### src/rtl/knn_topk_scheduler.sv
// Running best-4 scheduler for one query: batches candidates in fours,
// merges each batch with the current best-4 through the bitonic top-4 sorter.
module knn_topk_scheduler #(
  parameter int DATA_W   = 25,
  parameter int IDX_W    = 15,
  parameter int SORT_LAT = 6
) (
  input  logic                clk,
  input  logic                rst,
  input  logic                cand_valid,
  output logic                cand_ready,
  input  logic [DATA_W-1:0]   cand_data,
  input  logic [IDX_W-1:0]    cand_idx,
  input  logic                cand_last,
  output logic                sort_valid_in,
  output logic [8*DATA_W-1:0] sort_data_in,
  output logic [8*IDX_W-1:0]  sort_idx_in,
  input  logic                sort_valid_out,
  input  logic [4*DATA_W-1:0] sort_data_out,
  input  logic [4*IDX_W-1:0]  sort_idx_out,
  output logic                res_valid,
  input  logic                res_ready,
  output logic [4*DATA_W-1:0] res_data,
  output logic [4*IDX_W-1:0]  res_idx,
  output logic                busy
);

  typedef enum logic [1:0] {
    COLLECT,
    ISSUE,
    WAIT,
    DONE
  } state_t;

  localparam logic [DATA_W-1:0] PAD = '1;

  state_t state, state_n;

  logic [2:0]        count;
  logic              last_seen;
  logic [DATA_W-1:0] slot_d [4];
  logic [IDX_W-1:0]  slot_i [4];
  logic [DATA_W-1:0] best_d [4];
  logic [IDX_W-1:0]  best_i [4];
  logic [7:0]        wait_cnt;

  logic accept;
  logic capture;
  logic res_fire;

  assign accept   = (state == COLLECT) && cand_valid;
  assign capture  = (state == WAIT) && sort_valid_out;
  assign res_fire = (state == DONE) && res_ready;

  always_ff @(posedge clk or posedge rst) begin
    if (rst) state <= COLLECT;
    else     state <= state_n;
  end

  always_comb begin
    state_n = state;
    unique case (state)
      COLLECT: begin
        if (accept && (count == 3'd3 || cand_last))
          state_n = ISSUE;
      end
      ISSUE: state_n = WAIT;
      WAIT: begin
        if (sort_valid_out)
          state_n = last_seen ? DONE : COLLECT;
      end
      DONE: begin
        if (res_ready) state_n = COLLECT;
      end
      default: state_n = COLLECT;
    endcase
  end

  always_ff @(posedge clk or posedge rst) begin
    if (rst) begin
      count     <= '0;
      last_seen <= 1'b0;
      wait_cnt  <= '0;
      for (int i = 0; i < 4; i++) begin
        slot_d[i] <= PAD;
        slot_i[i] <= '0;
        best_d[i] <= PAD;
        best_i[i] <= '0;
      end
    end else begin
      wait_cnt <= (state == WAIT) ? wait_cnt + 8'd1 : 8'd0;
      if (accept) begin
        slot_d[count[1:0]] <= cand_data;
        slot_i[count[1:0]] <= cand_idx;
        count              <= count + 3'd1;
        if (cand_last) last_seen <= 1'b1;
      end
      // Slots return to PAD so a short final group pads itself.
      if (state == ISSUE) begin
        count <= '0;
        for (int i = 0; i < 4; i++) begin
          slot_d[i] <= PAD;
          slot_i[i] <= '0;
        end
      end
      if (capture) begin
        for (int i = 0; i < 4; i++) begin
          best_d[i] <= sort_data_out[i*DATA_W +: DATA_W];
          best_i[i] <= sort_idx_out[i*IDX_W +: IDX_W];
        end
      end
      if (res_fire) begin
        last_seen <= 1'b0;
        for (int i = 0; i < 4; i++) begin
          best_d[i] <= PAD;
          best_i[i] <= '0;
        end
      end
    end
  end

  always_comb begin
    sort_valid_in = (state == ISSUE);
    sort_data_in  = '0;
    sort_idx_in   = '0;
    if (state == ISSUE) begin
      for (int i = 0; i < 4; i++) begin
        sort_data_in[i*DATA_W +: DATA_W]     = slot_d[i];
        sort_idx_in[i*IDX_W +: IDX_W]        = slot_i[i];
        sort_data_in[(i+4)*DATA_W +: DATA_W] = best_d[i];
        sort_idx_in[(i+4)*IDX_W +: IDX_W]    = best_i[i];
      end
    end
  end

  always_comb begin
    res_valid = (state == DONE);
    res_data  = '0;
    res_idx   = '0;
    if (state == DONE) begin
      for (int i = 0; i < 4; i++) begin
        res_data[i*DATA_W +: DATA_W] = best_d[i];
        res_idx[i*IDX_W +: IDX_W]    = best_i[i];
      end
    end
  end

  assign cand_ready = (state == COLLECT);
  assign busy       = !((state == COLLECT) && (count == 3'd0));

  // The sorter answers a fixed number of cycles after the issue strobe.
  a_sort_lat: assert property (@(posedge clk) disable iff (rst)
    capture |-> wait_cnt == 8'(SORT_LAT - 1));

endmodule

### config.mk
export PLATFORM = sky130hd
export DESIGN_NAME = knn_topk_scheduler
export DESIGN_NICKNAME = d
export VERILOG_FILES = /design/src/rtl/knn_topk_scheduler.sv
export SDC_FILE = /design/constraint.sdc
export NUM_CORES = 1
export LEC_CHECK = 0
export CORE_AREA = 2 2 267 269
export DETAILED_ROUTE_END_ITERATION = 12
export DIE_AREA = 0 0 269 271
export GPL_TIMING_DRIVEN = 0
export PLACE_DENSITY = 0.55
export SLEW_MARGIN = 5
export SYNTH_ARGS = -nofsm -noshare
export SYNTH_HDL_FRONTEND = slang
export SYNTH_SLANG_ARGS = --single-unit
### constraint.sdc
create_clock -name clk -period 15.72 [get_ports clk]
set_input_delay 2.358 -clock clk [delete_from_list [all_inputs] [get_ports clk]]
set_output_delay 2.358 -clock clk [all_outputs]
set_load 0.03 [all_outputs]
==> impl_metrics.json <==
{
  "status": "finished clean",
  "cp_data_required_time_ns": 13.36,
  "synth_top_family_by_area": "simple AND/OR/NAND/NOR gates",
  "wl_met2_um": 39500,
  "p_seq_share_pct": 31.4,
  "cts_buffer_depth": 3,
  "reg2reg_slack_ns": 13.80,
  "drt-met1-wl_um": 31100,
  "power_frac_comb_pct": 50.9,
  "grt-ovfl-total": 0,
  "drt_iter0_markers": 961,
  "crit_path_start": "state[0]",
  "worstHoldStart": "best_d[59]",
  "synth-seq-cells": 326,
  "drv_cap": 0,
  "tightest_slew_ns": 0.722,
  "routed_wirelength_um": 78600,
  "slowest_delay_ns": 0.73,
  "finalSetupTns_ns": 0,
  "startpoint_type": "flip-flop",
  "powerDensity_nw_per_um2": 206,
  "h-tree-depth": 2,
  "die_w_um": 269,
  "post-route-period-util_pct": 36.1,
  "cp_max_fo": 10,
  "syn_nets": 2202,
  "multi_input_area_um2": 7710,
  "synth_seq_area_share_pct": 49.3,
  "finClkSkew_ns": 0.0154,
  "route.detailed.drc": 0,
  "die_area_um2": 72900,
  "crit_type": "flip-flop to output port",
  "synth_area_um2": 17100,
  "synth_compound_area_share_pct": 7.15,
  "p_sw_share_pct": 43.9,
  "clock_sinks": 326,
  "grt_max_degree": 116,
  "crit_path_cell_trace": "buf_4, buf_2, buf_2, clkbuf_1, and3_1, clkdlybuf4s50_1",
  "cts_setup_buffers": 0,
  "ys_types": 32,
  "grt_usage_pct": 21.0,
  "cts_resized": 0,
  "syn_inst": 1991,
  "syn_area_per_cell_um2": 8.57,
  "relSlewSlack_pct": 51.9,
  "cts_made_buffers": 40,
  "synth-adder-area-share_pct": 0.367,
  "antenna_left": 0,
  "fin_util_pct": 38.1,
  "start_util_pct": 24.5,
  "setup_viol": 0,
  "yosys.area_share.simple_pct": 37.6,
  "grt_pass1_vias": 17269,
  "clk_latency_ns": 0.55,
  "grt_pass1_wl_um": 114000,
  "viasPerCell": 4.56,
  "synth_xor_area_share_pct": 0,
  "layout-drive-gt1-share_pct": 17.8,
  "r2r-start": "state[0]",
  "holdCritPathClass": "flip-flop to flip-flop",
  "die_h_um": 271,
  "whs_ns": 0.453,
  "cts.clk_slew.worst_paths_ns": 0.06,
  "yosys_warnings": 0,
  "ir_worst_vdd_mv": 0.0897,
  "io_buffers": 689,
  "drt-pass1-iter-count": 5,
  "fill_cells": 7022,
  "crit_slowest_cell": "clkdlybuf4s50_1",
  "power_switching_mw": 2.41,
  "area.sequential_um2": 8410,
  "gp_congestion": 0.892,
  "worst_setup_path_end_kind": "output port",
  "synth_mux_area_share_pct": 0.0586,
  "crit_path_frequent_cell": "buf_2",
  "highest_layer": "met5",
  "leakagePower_nw": 11.8,
  "hpwl_um": 61100,
  "finalHoldViolCount": 0,
  "fin_crit_ns": 5.67,
  "cts_hold_buffers": 0,
  "cts_tree": "done",
  "antenna_found_initial": 15,
  "syn2layout_area_growth_pct": 55.9,
  "p_int_mw": 3.08,
  "final_nets": 2935,
  "rsz0062_at_grt": "false",
  "dr_wl_met3_um": 5510,
  "worstPathArrival_ns": 3.31,
  "wl_per_cell_um": 21.2,
  "num_vias": 16895,
  "drv_slew": 0,
  "rows": 97,
  "fmax_mhz": 176,
  "clock-root-buffer": "clkbuf_16",
  "io_pins": 690,
  "core-area_um2": 69800,
  "clkPwrFrac_pct": 17.7
}
-- final cells by class --
cell class	instances	area share, %
flip-flops and latches	326	31.6
multi-input cells	1481	29.0
repair buffers	691	26.1
well taps	940	4.42
clock buffers	53	4.25
plain buffers	179	3.49
clock inverters	17	0.870
diodes	15	0.141
inverters	5	0.0988
-- through the flow --
stage | cells | instance area (um^2) | setup WS [ns] | power, mW
CTS | 3692 | 26600 | 9.88 | 5.55
detailed placement | 3622 | 25200 | 10.50 | 4.54
floorplan | 1991 | 17100 | 4.67 | 3.29
finish | 3707 | 26600 | 10.05 | 5.49
global route | 3700 | 26600 | 9.86 | 5.82
global placement | 3620 | 25100 | 0.269 | 4.50
-- power groups by stage --
stage | clock (mW) | sequential [mW] | combinational (mW)
after global routing | 1.03 | 1.78 | 3.01
after floorplan | 0 | 1.57 | 1.72
final | 0.970 | 1.72 | 2.79
after CTS | 1.00 | 1.73 | 2.82
after global placement | 0 | 1.72 | 2.77
after detailed placement | 0 | 1.73 | 2.81
-- worst paths after layout --
kind / to / depth (start not counted)
min in group asynchronous: slot_i[59] / 2
setup reg to reg: slot_i[44] / 6
hold reg to reg: best_d[59] / 2
max in group asynchronous: best_i[56] / 3
setup / recovery: res_data[24] / 6
hold / removal: best_d[59] / 2
-- metal layers --
metal,up-vias,global-route usage (%)
met2,616,36.3
li1,7879,-
met3,128,5.21
met1,8262,24.9
met4,10,7.72
met5,-,0
-- state kept, by name, summed over array words and instances, names as in the netlist --
register   cells
count          3
slot_d       100
slot_i        60
last_seen      1
best_i        60
best_d       100
state          2
-- kinds of logic after synthesis --
group | count (synthesis)
fa+ha+maj | 5
compound gates | 168
mux | 1
simple gates | 1307
buf+inv | 184
flops | 326
-- Yosys cell counts (all sizes together) --
master / n / area (um^2)
and3b: 1 / 8.76
nor3: 100 / 500
nor4b: 2 / 17.5
and3: 161 / 1010
nand3: 61 / 305
a21oi: 162 / 1190
and4bb: 4 / 50.0
inv: 5 / 18.8
nand4bb: 4 / 45.0
clkbuf: 59 / 221
ha: 5 / 62.6
buf: 120 / 707
mux2i: 1 / 10.0
nand2b: 2 / 12.5
o21ai: 4 / 20.0
dfrtp: 126 / 3150
and2: 321 / 2010
dfstp: 200 / 5260
a21o: 1 / 7.51
a31oi: 1 / 6.26
nand3b: 2 / 27.5
nor2: 205 / 772
nand2: 444 / 1670
-- placed cells by master (no fill, tap or decap), types with 15 or more instances in the layout --
cell,count
a21oi_1,62
a21oi_2,100
and2_1,321
and3_1,161
buf_2,97
buf_6,15
clkbuf_1,64
clkbuf_16,40
clkdlybuf4s50_1,689
dfrtp_1,126
dfstp_2,200
diode_2,15
nand2_1,444
nand3_1,61
nor2_1,204
nor3_1,100
-- worst max-delay path: cells and delay by family (launching register included) --
| kind | cells | cell delay [ns] |
|---|---|---|
| buf+inv | 5 | 2.17 |
| flops | 1 | 0.32 |
| simple gates | 1 | 0.25 |
No activity file was read; power rests on OpenSTA's default activity.
